--- src/rtl/quickq_pkg.sv ---
// Shared types and helpers for the QuickQ node insertion engine.
// Address helper maps (node, slot) onto the flat block-RAM index space.
package quickq_pkg;

    localparam int KEY_W_DEF = 16;

    typedef enum logic [2:0] {
        ST_IDLE,
        ST_READ,
        ST_COMPARE,
        ST_SWAP,
        ST_APPEND,
        ST_SPILL
    } state_t;

    function automatic int unsigned slot_addr(input int unsigned node,
                                              input int unsigned slot,
                                              input int unsigned slots);
        return node * slots + slot;
    endfunction

endpackage

--- src/rtl/quickq_node_count.sv ---
// Per-node occupancy counters: combinational read by node, single increment
// strobe, cleared asynchronously with the engine.
module quickq_node_count #(
    parameter  int NODES  = 16,
    parameter  int SLOTS  = 4,
    localparam int NODE_W = $clog2(NODES),
    localparam int CNT_W  = $clog2(SLOTS + 1)
) (
    input  logic              clk,
    input  logic              rst,
    input  logic [NODE_W-1:0] rd_node,
    output logic [CNT_W-1:0]  rd_cnt,
    input  logic              inc,
    input  logic [NODE_W-1:0] inc_node
);

    logic [NODES-1:0][CNT_W-1:0] cnt_q;
    logic [NODES-1:0][CNT_W-1:0] cnt_d;

    for (genvar gi = 0; gi < NODES; gi++) begin : g_cnt
        assign cnt_d[gi] = (inc && inc_node == NODE_W'(gi)) ? cnt_q[gi] + CNT_W'(1)
                                                              : cnt_q[gi];
    end

    always_ff @(posedge clk or posedge rst) begin
        if (rst) begin
            cnt_q <= '0;
        end else begin
            cnt_q <= cnt_d;
        end
    end

    assign rd_cnt = cnt_q[rd_node];

endmodule

--- src/rtl/quickq_node_insert.sv ---
// Inserts one key into a sorted QuickQ node held in external block RAM,
// appending when the node has room and spilling the largest key otherwise.
module quickq_node_insert
    import quickq_pkg::*;
#(
    parameter  int KEY_W  = KEY_W_DEF,
    parameter  int SLOTS  = 4,
    parameter  int NODES  = 16,
    localparam int NODE_W = $clog2(NODES),
    localparam int ADDR_W = $clog2(NODES * SLOTS),
    localparam int CNT_W  = $clog2(SLOTS + 1)
) (
    input  logic              clk,
    input  logic              rst,
    input  logic              in_valid,
    output logic              in_ready,
    input  logic [KEY_W-1:0]  in_key,
    input  logic [NODE_W-1:0] in_node,
    output logic              out_valid,
    input  logic              out_ready,
    output logic [KEY_W-1:0]  out_key,
    output logic [NODE_W-1:0] out_node,
    output logic              out_overflow,
    output logic [ADDR_W-1:0] mem_addr,
    output logic              mem_we,
    output logic [KEY_W-1:0]  mem_wdata,
    input  logic [KEY_W-1:0]  mem_rdata,
    output logic              busy,
    output logic              result,
    output logic              done
);

    state_t            state_q, state_d;
    logic [KEY_W-1:0]  temp_q, temp_d;
    logic [KEY_W-1:0]  hold_q, hold_d;
    logic [NODE_W-1:0] node_q, node_d;
    logic [CNT_W-1:0]  idx_q, idx_d;

    logic [NODE_W-1:0] rd_node;
    logic [CNT_W-1:0]  cnt_rd;
    logic [CNT_W-1:0]  idx_next;
    logic              more_slots;
    logic              key_lt;
    state_t            end_state;

    // Counter read follows the incoming request while idle so the empty-node
    // decision can be made in the accept cycle.
    assign rd_node = (state_q == ST_IDLE) ? in_node : node_q;

    quickq_node_count #(
        .NODES(NODES),
        .SLOTS(SLOTS)
    ) u_count (
        .clk     (clk),
        .rst     (rst),
        .rd_node (rd_node),
        .rd_cnt  (cnt_rd),
        .inc     (state_q == ST_APPEND),
        .inc_node(node_q)
    );

    assign idx_next   = idx_q + CNT_W'(1);
    assign more_slots = idx_next < cnt_rd;
    assign key_lt     = temp_q < mem_rdata;
    assign end_state  = (cnt_rd == CNT_W'(SLOTS)) ? ST_SPILL : ST_APPEND;

    always_comb begin
        state_d = state_q;
        temp_d  = temp_q;
        hold_d  = hold_q;
        node_d  = node_q;
        idx_d   = idx_q;
        case (state_q)
            ST_IDLE: begin
                if (in_valid) begin
                    temp_d  = in_key;
                    node_d  = in_node;
                    idx_d   = '0;
                    state_d = (cnt_rd != '0) ? ST_READ : ST_APPEND;
                end
            end
            ST_READ:    state_d = ST_COMPARE;
            ST_COMPARE: begin
                if (key_lt) begin
                    hold_d  = mem_rdata;
                    state_d = ST_SWAP;
                end else begin
                    idx_d   = idx_next;
                    state_d = more_slots ? ST_READ : end_state;
                end
            end
            ST_SWAP: begin
                temp_d  = hold_q;
                idx_d   = idx_next;
                state_d = more_slots ? ST_READ : end_state;
            end
            ST_APPEND:  state_d = ST_IDLE;
            ST_SPILL:   if (out_ready) state_d = ST_IDLE;
            default:    state_d = ST_IDLE;
        endcase
    end

    always_ff @(posedge clk or posedge rst) begin
        if (rst) begin
            state_q <= ST_IDLE;
            temp_q  <= '0;
            hold_q  <= '0;
            node_q  <= '0;
            idx_q   <= '0;
        end else begin
            state_q <= state_d;
            temp_q  <= temp_d;
            hold_q  <= hold_d;
            node_q  <= node_d;
            idx_q   <= idx_d;
        end
    end

    // Outputs decode the registered state only; nothing depends on inputs
    // except the compare outcome and the spill handshake.
    always_comb begin
        mem_addr  = '0;
        mem_we    = 1'b0;
        mem_wdata = '0;
        case (state_q)
            ST_READ: begin
                mem_addr = ADDR_W'(slot_addr(32'(node_q), 32'(idx_q), 32'(SLOTS)));
            end
            ST_SWAP: begin
                mem_addr  = ADDR_W'(slot_addr(32'(node_q), 32'(idx_q), 32'(SLOTS)));
                mem_we    = 1'b1;
                mem_wdata = temp_q;
            end
            ST_APPEND: begin
                mem_addr  = ADDR_W'(slot_addr(32'(node_q), 32'(cnt_rd), 32'(SLOTS)));
                mem_we    = 1'b1;
                mem_wdata = temp_q;
            end
            default: ;
        endcase
    end

    assign in_ready     = (state_q == ST_IDLE);
    assign busy         = (state_q != ST_IDLE);
    assign result       = (state_q == ST_COMPARE) && key_lt;
    assign out_valid    = (state_q == ST_SPILL);
    assign out_key      = out_valid ? temp_q : '0;
    assign out_node     = out_valid ? node_q + NODE_W'(1) : '0;
    assign out_overflow = out_valid && (node_q == NODE_W'(NODES - 1));
    assign done         = (state_q == ST_APPEND) || (out_valid && out_ready);

endmodule

--- config.mk ---
export PLATFORM = sky130hd
export DESIGN_NAME = quickq_node_insert
export DESIGN_NICKNAME = d
export VERILOG_FILES = /design/src/rtl/quickq_pkg.sv /design/src/rtl/quickq_node_count.sv /design/src/rtl/quickq_node_insert.sv
export SDC_FILE = /design/constraint.sdc
export NUM_CORES = 1
export LEC_CHECK = 0
export BUFFER_PORTS_ARGS = -buffer_cell sky130_fd_sc_hd__buf_2
export CORE_MARGIN = 2
export CORE_UTILIZATION = 40
export CTS_CLUSTER_DIAMETER = 200
export CTS_CLUSTER_SIZE = 14
export DETAILED_ROUTE_END_ITERATION = 8
export PLACE_DENSITY_LB_ADDON = 0.2
export SLEW_MARGIN = 30
export SYNTH_ARGS = -nofsm -noshare
export SYNTH_HDL_FRONTEND = slang
export SYNTH_SLANG_ARGS = --single-unit
--- constraint.sdc ---
create_clock -name clk -period 4.1 [get_ports clk]
set_input_delay 0.82 -clock clk [delete_from_list [all_inputs] [get_ports clk]]
set_output_delay 0.82 -clock clk [all_outputs]
set_load 0.005 [all_outputs]
* Yosys cells after proc, flatten, opt, wreduce, memory -nomap -nowiden *
Cells that the tools add are included.
Widths: inputs -> output; s select.

cells by class
  add/sub/neg operators = 20
  $lt $le $gt $ge = 3
  equality and inequality tests = 24
  mux-type cells = 20
  reductions and logical operators = 33

operators with widths
  kind                 count
  $add 3x1->3 const B  17
  $mux 16              3
  $eq 4x4->1 const B   8
  $pmux 16 s2          1
  $mux 3               8
  $logic_and 1x1->1    19
  $eq 4x3->1 const B   4
  $lt 16x16->1         1
  $pmux 3 s5           1
  $add 6x3->6          2
  $bmux 3 s4           1
  $pmux 6 s2           1
  $eq 3x3->1 const B   3
  $pmux 3 s3           1
  $reduce_bool 3->1    3
  $eq 4x2->1 const B   2
  $mux 4               2
  $reduce_and 2->1     4
  $eq 3x2->1 const B   2
  $lt 4x5->1 const B   1
  $add 4x1->4 const B  1
  $eq 4x1->1 const B   1
  $logic_not 4->1      1
  $ne 2x2->1 const B   2
  9 further kinds      11

storage, ports and cells
  register bits after elaboration = 90
  input bits = 40
  output and inout bits = 49

* Longest topological paths before layout *
Gate-level depths: netlist of run 1.

  word-level depth = 9
  depth in mapped cells = 15

* By module *
Synthesis of run 1 repeated with hierarchy kept, for this count alone.

unflattened totals
  cells, all modules = 504
  area total of the unflattened synthesis = 5265.0 um^2

by module, submodules not included
  module              times used  cells an instance  area each (um^2)  sequential area each (um^2)
  quickq_node_insert  1           316                2750.1            1051.0
  quickq_node_count   1           188                2514.9            1201.2

* Worst setup path before layout of run 1 *
Ideal clock, no wire load.

  path type = in2out
  start point = input in_node[1]
  end point = output mem_addr[4]
  arrival time = 2.943 ns
  data required time = 3.280 ns
  slack = 0.337 ns
  stages = 12
  path buffers = 2
  cells stage by stage = clkbuf_1 > mux2i_1 > buf_6 > mux2i_1 > mux2i_1 > a22o_1 > a221oi_2 > o21ai_0 > ha_1 > ha_1 > xnor2_1 > nor2_1

on the way
  longest elaborated chain between the ends = 5

RTL lines
  what                          line                       RTL
  start: declaration            quickq_node_insert.sv:18   input logic [NODE_W-1:0] in_node,
  $mux 4                        quickq_node_insert.sv:48   assign rd_node = (state_q == ST_IDLE) ? in_node : node_q;
  $bmux 3 s4                    quickq_node_count.sv:33    assign rd_cnt = cnt_q[rd_node];
  $mux 3 (implied by the code)  quickq_node_count.sv:33
  $add 6x3->6                   quickq_pkg.sv:19           return node * slots + slot;
  $pmux 6 s2                    quickq_node_insert.sv:125  case (state_q)
  end: declaration              quickq_node_insert.sv:24   output logic [ADDR_W-1:0] mem_addr,

Every way passes these cells. The select of a mux whose other input is x is not followed.

* Worst setup path after layout of run 1 *
  start point = register state_q[1]
  end point = output mem_addr[4]

on the way
  longest elaborated chain between the ends = 6
  elaborated cells between the ends (all ways) = 10
  classes of those cells = 1 x add/sub; 3 x eq/ne; 4 x mux; 2 x reduce/logical

RTL lines
  what                          line                       RTL
  start: declaration            quickq_node_insert.sv:33   state_t state_q, state_d;
  start signal: assignment      quickq_node_insert.sv:111  state_q <= state_d;
  $logic_not 3->1               quickq_node_insert.sv:48
  $mux 4                        quickq_node_insert.sv:48
  $bmux 3 s4                    quickq_node_count.sv:33
  $mux 3 (implied by the code)  quickq_node_count.sv:33
  $add 6x3->6                   quickq_pkg.sv:19
  $pmux 6 s2 (*)                quickq_node_insert.sv:125

Mark *: on every way between the ends. The rest lies on a longest branch, timed or not. The select of a mux whose other input is x is not followed.

==> results of run 1 <==
## final cells by class
class | count | area (µm²) | share of cell area
Sequential cell | 90 | 2255 | 0.3465
Clock inverter | 5 | 38.79 | 0.005962
Clock buffer | 11 | 252.7 | 0.03885
Timing Repair Buffer | 109 | 598.1 | 0.09192
Inverter | 26 | 98.84 | 0.01519
Tap cell | 176 | 220.2 | 0.03385
Multi-Input combinational cell | 389 | 3043 | 0.4677
## routing by layer
| metal | GRT usage | part of all wire | vias up |
|---|---|---|---|
| met3 | 0.03712 | 0.050 | 25 |
| met5 | 0 | 0 | - |
| met2 | 0.3164 | 0.48 | 102 |
| li1 | - | - | 2026 |
| met4 | 0.08285 | 0.022 | 0 |
| met1 | 0.2674 | 0.45 | 2134 |
## flip-flops by register name (all words and copies together), names as in the netlist
name / count
idx_q: 3
node_q: 4
hold_q: 16
state_q: 3
temp_q: 16
u_count.cnt_q: 48
## cells in the final DEF, fill, tap and decap left out, types with 2 or more instances in the layout
cell | synthesis | layout
dfrtp_2 | 0 | 2
and3_1 | 2 | 2
clkbuf_8 | 0 | 2
mux4_2 | 16 | 16
o21ai_0 | 8 | 7
xor2_1 | 3 | 3
and2_1 | 35 | 35
a21o_1 | 3 | 3
a21oi_1 | 7 | 7
nand4_1 | 2 | 2
clkinv_2 | 0 | 2
nor2b_1 | 4 | 4
nand2_1 | 74 | 74
mux2i_1 | 19 | 19
nor2_1 | 35 | 35
clkinv_4 | 0 | 3
buf_4 | 0 | 21
mux2_2 | 34 | 34
a22o_1 | 3 | 3
dfrtp_1 | 90 | 88
inv_1 | 25 | 24
a31oi_1 | 18 | 18
nand3_1 | 25 | 25
nand2b_1 | 5 | 5
buf_2 | 4 | 88
clkbuf_16 | 0 | 9
o221ai_1 | 2 | 2
nor3_2 | 1 | 3
xnor2_1 | 34 | 34
ha_1 | 40 | 38
## power by group
part	switching, mW	total (mW)	internal (mW)	leakage, nW
logic	1.12	2.14	1.02	1.95
registers	0.326	1.53	1.21	1.15
clock network	0.358	0.804	0.446	0.142
total	1.80	4.48	2.67	3.24
## cells in the mapped netlist, types with 2 or more instances
library cell,count
nor2_1,35
xnor2_1,34
a21o_1,3
and3_1,2
nand2_1,74
a31oi_1,18
nand4_1,2
a21oi_1,7
ha_1,40
mux2_2,34
clkbuf_1,17
o21ai_0,8
mux4_2,16
nor2b_1,4
and2_1,35
dfrtp_1,90
nand2b_1,5
nor3_1,3
xor2_1,3
inv_1,25
buf_6,2
nand3_1,25
a22o_1,3
buf_2,4
buf_1,2
o221ai_1,2
mux2i_1,19
## per-stage QoR
stage	total power, mW	hold slack [ps]	cell area [µm²]	cells	setup TNS (ps)
2_1_floorplan	2.947	440.3	5482	530	0
3_3_place_gp	3.563	470.7	6155	785	0
3_5_place_dp	3.643	471.9	6160	785	0
4_1_cts	4.474	484.4	6467	803	0
5_1_grt	4.821	497.4	6506	806	-77.36
6_report	4.475	472.6	6506	806	0
## kinds of logic after synthesis
family	after synthesis	synth area share
AO/OA/AOI/OAI	52	0.06483
XOR/XNOR	37	0.05912
adder cells (fa/ha/maj)	40	0.09130
buffers and inverters	51	0.03858
flip-flops	90	0.4109
multiplexers	69	0.1703
AND/OR/NAND/NOR	191	0.1650
## critical path, stage by stage (launching register included)
cell and delay (ps):
dfrtp_2 440, nor3_4 270, mux2i_1 270, buf_4 200
buf_4 120, mux2i_1 170, mux2i_1 90, a22o_1 200
a221oi_2 220, o21ai_1 120, ha_2 210, ha_4 160
xnor2_1 110, nor2_1 110, buf_2 110
## path summary, 6_finish.rpt
path | start | to | slack, ps | depth (start not counted)
setup / recovery | state_q[1] | mem_addr[4] | 130 | 14
hold / removal | rst | idx_q[2] | 470 | 2
setup reg to reg | state_q[1] | state_q[0] | 380 | 15
hold reg to reg | u_count.cnt_q[38] | u_count.cnt_q[38] | 480 | 1
max in group asynchronous | rst | u_count.cnt_q[41] | 2800 | 3
min in group clk | u_count.cnt_q[38] | u_count.cnt_q[38] | 480 | 1
## repair_timing
| item | 4_1_cts | 5_1_grt |
|---|---|---|
| hold buffers | 0 | 0 |
| gates resized for setup | 1 | 5 |
| cloned | 0 | 0 |
| setup endpoints to repair | 2 | 4 |
| setup buffers | 2 | 3 |
| pin swaps | 1 | 6 |
==> summary.txt, run 1 <==
CTS
  – CTS tree: built
  – Clk_lat worst skew: between 300 and 400 ps
  – Clk sink count: 90
  – Clock edge transition at the registers on the reported setup and hold paths: ~70 ps
  – H-tree levels: 3
  – Bufs on Longest Clock Path: 2
  – TritonCTS buffer count: 9
  – Clk Tree Root Cell: clkbuf_16

Yosys
  – Syn Area/Cell: 10.34 µm²
  – EDFF count, synth: 0
  – Leading area contributor after synthesis: dfrtp_1
  – Mapped cell area: about 5500 µm²
  – Synth top area share: 0.4109
  – Yosys Warn Count: 0
  – Synthesized Nets: 610
  – Seq cells post-synth: 90
  – Ys async rst share: 1.000
  – Synth area leaders: dfrtp_1, ha_1, mux2_2, mux4_2, xnor2_1
  – Cells after synthesis: 530
  – Top FF cell, synth: dfrtp_1
  – Sequential share of the synthesized area: 0.4109
  – Unique masters post-synth: 45

Pwr
  – Power Density: ~690 nW/µm²
  – Max VDD drop: ~0.3 mV
  – Pleak: ~3.2 nW

Critical path
  – Critical Path End Type: output pin
  – Kind of critical path: reg2out
  – CP Data Required Time: between 3000 and 4000 ps
  – WP data arrival: around 3200 ps
  – Setup crit start kind: flip-flop
  – Crit path max fanout: 7

Run status
  – Outcome: finished clean

STA
  – Period utilisation layout: 0.9675
  – Worst slew margin: 0.4509
  – Final Max Slew Viols: 0
  – Least-Margin Pin Slew: 821.7 ps
  – RSZ-0062 raised after global routing: yes
  – Fmax: between 200 and 300 MHz
  – Worst-case clock skew: ~9.8 ps
  – Final hold vios: 0
  – Tmin final: 3967 ps
  – # setup viols final: 0
  – Setup ws final: between 100 and 150 ps

Detailed routing
  – DRT iter0 DRCs: between 300 and 400
  – Vias: 4287
  – DR WL/cell: roughly 17 µm
  – DRC errors left: 0
  – Detailed Routing Iterations Pass 1: 4
  – Vias per cell: 5.319
  – DRT antenna net count: 0
  – Post-Route WL: roughly 14000 µm

Floorplanning
  – Core area: 13300 µm²
  – FP Rows: 42
  – Die W: between 100 and 150 µm
  – Initial Util: 0.4123
  – Chip Height: approximately 120 µm
  – Num ports: 89
  – Die ar.: between 10000 and 15000 µm²

Final layout
  – Final core utilization: 0.4894
  – Fin nets: 705
  – N_diodes: 0
  – Filler instances: roughly 1200
  – Area Overhead vs Synth: 18.69%
  – Share of cells above drive strength 1: 0.2984

Global routing
  – Largest net degree at the start of global routing: 34
  – Number of global-route vias before repair: about 4300
  – Global-route wire length before repair: 22430 µm
  – GRT Util Overall: 0.1990
  – Congestion Overflow GR: 0
  – Initial antenna violation count: 0

Place
  – Number of buffers added on ports: between 80 and 90
  – Post-DP HPWL: 10240 µm
  – Pre-CTS setup slack: 262.4 ps
  – RD Place Congestion: approximately 0.89

Job
  – Max Cap Violations: 0

Hold path
  – Hold crit path type: in2async
No activity file was read; power rests on OpenSTA's default activity.
==> run 2, diff against run 1 <==
--- a/config.mk
+++ b/config.mk
@@ -7,7 +7,7 @@
 export LEC_CHECK = 0
 export BUFFER_PORTS_ARGS = -buffer_cell sky130_fd_sc_hd__buf_2
 export CORE_MARGIN = 2
-export CORE_UTILIZATION = 40
+export CORE_UTILIZATION = 55
 export CTS_CLUSTER_DIAMETER = 200
 export CTS_CLUSTER_SIZE = 14
 export DETAILED_ROUTE_END_ITERATION = 8
==> summary.txt, run 2 (synthesized netlist as in run 1, its figures left out) <==
Floorplanning
  – Core area: 9729 µm² (-27%)
  – Initial Util: 0.5634 (+0.1511)
  – Die ar.: 10780 µm² (-26%)
  – Num ports: 89 (unchanged)
  – Die W: 103.8 µm (-14%)
  – FP Rows: 36 (-14%)
  – Chip Height: 103.8 µm (-14%)

Final layout
  – Fin nets: 702 (-0.43%)
  – Most flop-heavy register: u_count.cnt_q
  – Area Overhead vs Synth: 17.69%
  – Filler instances: 791 (-36%)
  – N_diodes: 0 (unchanged)
  – Biggest regs: u_count.cnt_q (48), hold_q (16), temp_q (16)
  – Share of cells above drive strength 1: 0.3062 (+0.007807)
  – Commonest non-fill, non-tap cell in the layout: dfrtp_1
  – Most frequent cells in the layout: dfrtp_1, buf_2, nand2_1
  – Final core utilization: 0.6631 (+0.1737)
  – Max FFs per register: 48 (unchanged)

Critical path
  – R2R cell count: 15 (unchanged)
  – RR Endpoint: state_q[0]
  – Kind of critical path: reg2out
  – Setup crit start kind: flip-flop
  – Crit-path cells: nor3_4 -> mux2i_4 -> buf_12 -> mux2_4 -> nor2_4 -> a21oi_2 -> a221oi_4 -> o21ai_1 -> ha_2 -> ha_4 -> xnor2_1 -> nor2_1 -> buf_2
  – Cell family with most CP delay: multiplexers
  – WP data arrival: 3270 ps (+120 ps)
  – CP bufs+invs: 2 (-1)
  – CP Data Required Time: 3280 ps (about the same)
  – Crit-path slowest cell: dfrtp_2
  – Critical Path End Type: output pin
  – Worst r2r src: state_q[0]
  – Crit path max fanout: 5 (-2)
  – Critical Path Start: state_q[0]
  – CP peak stage delay: 460 ps (+20 ps)
  – R2R Setup Slk: 570 ps (+190 ps)

CTS
  – Hold_buf cts: 0 (unchanged)
  – CTS tree: built
  – TritonCTS buffer count: 9 (unchanged)
  – Clk Tree Root Cell: clkbuf_8
  – Clock edge transition at the registers on the reported setup and hold paths: 100 ps (+30 ps)
  – H-tree levels: 3 (unchanged)
  – Clk_lat worst skew: 370 ps (+20 ps)
  – Clk sink count: 90 (unchanged)
  – Bufs on Longest Clock Path: 2 (unchanged)

Global routing
  – Global-route wire length before repair: 21490 µm (-4.2%)
  – Initial antenna violation count: 0 (unchanged)
  – GRT Util Overall: 0.2515 (+0.05249)
  – Largest net degree at the start of global routing: 34 (unchanged)
  – Number of global-route vias before repair: 4234 (-2.3%)
  – Congestion Overflow GR: 0 (unchanged)

STA
  – Worst slew margin: 0.3877 (-0.06314)
  – Fmax: 244.3 MHz (-3.1%)
  – Tmin final: 4094 ps (+127.6 ps)
  – RSZ-0062 raised after global routing: yes
  – Final Max Slew Viols: 0 (unchanged)
  – Worst-case clock skew: 13.41 ps (+3.571 ps)
  – Period utilisation layout: 0.9986 (+0.03112)
  – Final setup TNS: 0 ps (unchanged)
  – # setup viols final: 0 (unchanged)
  – Least-Margin Pin Slew: 911.4 ps (+89.68 ps)
  – Setup ws final: 5.838 ps (-127.6 ps)
  – Final hold vios: 0 (unchanged)

Place
  – Post-DP HPWL: 9539 µm (-6.9%)
  – Pre-CTS setup slack: 193.8 ps (-68.63 ps)
  – RD Place Congestion: 0.8987 (+1.4%)
  – Number of buffers added on ports: 88 (unchanged)

Pwr
  – Power Density: 686.8 nW/µm² (-0.15%)
  – Max VDD drop: 0.2574 mV (-17%)
  – Total power: 4.431 mW (-0.99%)
  – Pleak: 3.214 nW (-0.79%)

Detailed routing
  – DRT antenna net count: 0 (unchanged)
  – Vias: 4270 (-0.40%)
  – DRT iter0 DRCs: 246 (-35%)
  – DR WL/cell: 17.38 µm (+0.99%)
  – DRC errors left: 0 (unchanged)
  – Vias per cell: 5.618 (+5.6%)
  – Post-Route WL: 13210 µm (-4.8%)
  – Detailed Routing Iterations Pass 1: 5 (+1)

Run status
  – Outcome: finished clean

Hold path
  – Hold crit path type: in2async

Job
  – Max Cap Violations: 0 (unchanged)
run 2: cell types whose count changed in the layout (fill, tap and decap cells not counted), sizes merged:
| cell | delta |
|---|---|
| clkinvlp | +1 |
| clkbuf | -1 |
| buf | -4 |
| bufinv | +2 |
| clkinv | -1 |
run 2: worst max path at each step:
stage / end / slack (ps) / depth (start not counted)
after global routing: mem_addr[4] / -170 / 13
after detailed placement: mem_addr[4] / 190 / 13
after floorplan: mem_addr[4] / 340 / 12
after global placement: mem_addr[3] / 290 / 12
after CTS: mem_addr[4] / 10 / 13
final: mem_addr[4] / 6 / 13
run 2: final cells by class:
cell class                      instances  area (µm²)  share of cell area
Multi-Input combinational cell        389        3109              0.4820
Sequential cell                        90        2253              0.3493
Timing Repair Buffer                  106       605.6             0.09387
Tap cell                              133       166.4             0.02580
Clock buffer                            9       123.9             0.01920
Inverter                               26       98.84             0.01532
Clock inverter                          7       93.84             0.01455
run 2: layer usage:
metal  track usage  vias up  wire [µm]
met4       0.07143        0        259
met1        0.3458     2093       5781
met3       0.05475       22        762
met5             0        -          0
li1              -     2023          -
met2        0.4041      132       6401
run 2: worst register-to-register path: stages (launching register included):
cell and delay (ps):
dfrtp_2 460, nor3_4 280, buf_4 300, nor2_1 90, a21oi_2 190, buf_4 240
mux4_2 200, mux2i_1 90, a221oi_2 360, inv_1 110, ha_1 280, o21ai_0 70
a31oi_1 130, or2_2 130, o311ai_0 140, a221o_1 350
run 2: where the power goes:
part	leakage, nW	internal, mW	switching (mW)
clock network	0.105	0.342	0.332
registers	1.15	1.20	0.332
logic	1.96	1.07	1.15
total	3.21	2.62	1.81
run 2: timing repair:
action	in CTS	in global routing
pin swaps	0	8
resized for setup	2	18
setup buffers	0	4
setup endpoints to repair	2	3
hold endpoints to repair	0	0
gates cloned	0	1
run 2: stage by stage:
stage,area [µm²],cells,hold slack [ps]
after global routing,6451,760,470.7
after global placement,6091,739,461.9
after floorplan,5482,530,440.3
after detailed placement,6091,739,465.5
after CTS,6314,755,460.6
final,6451,760,439.2
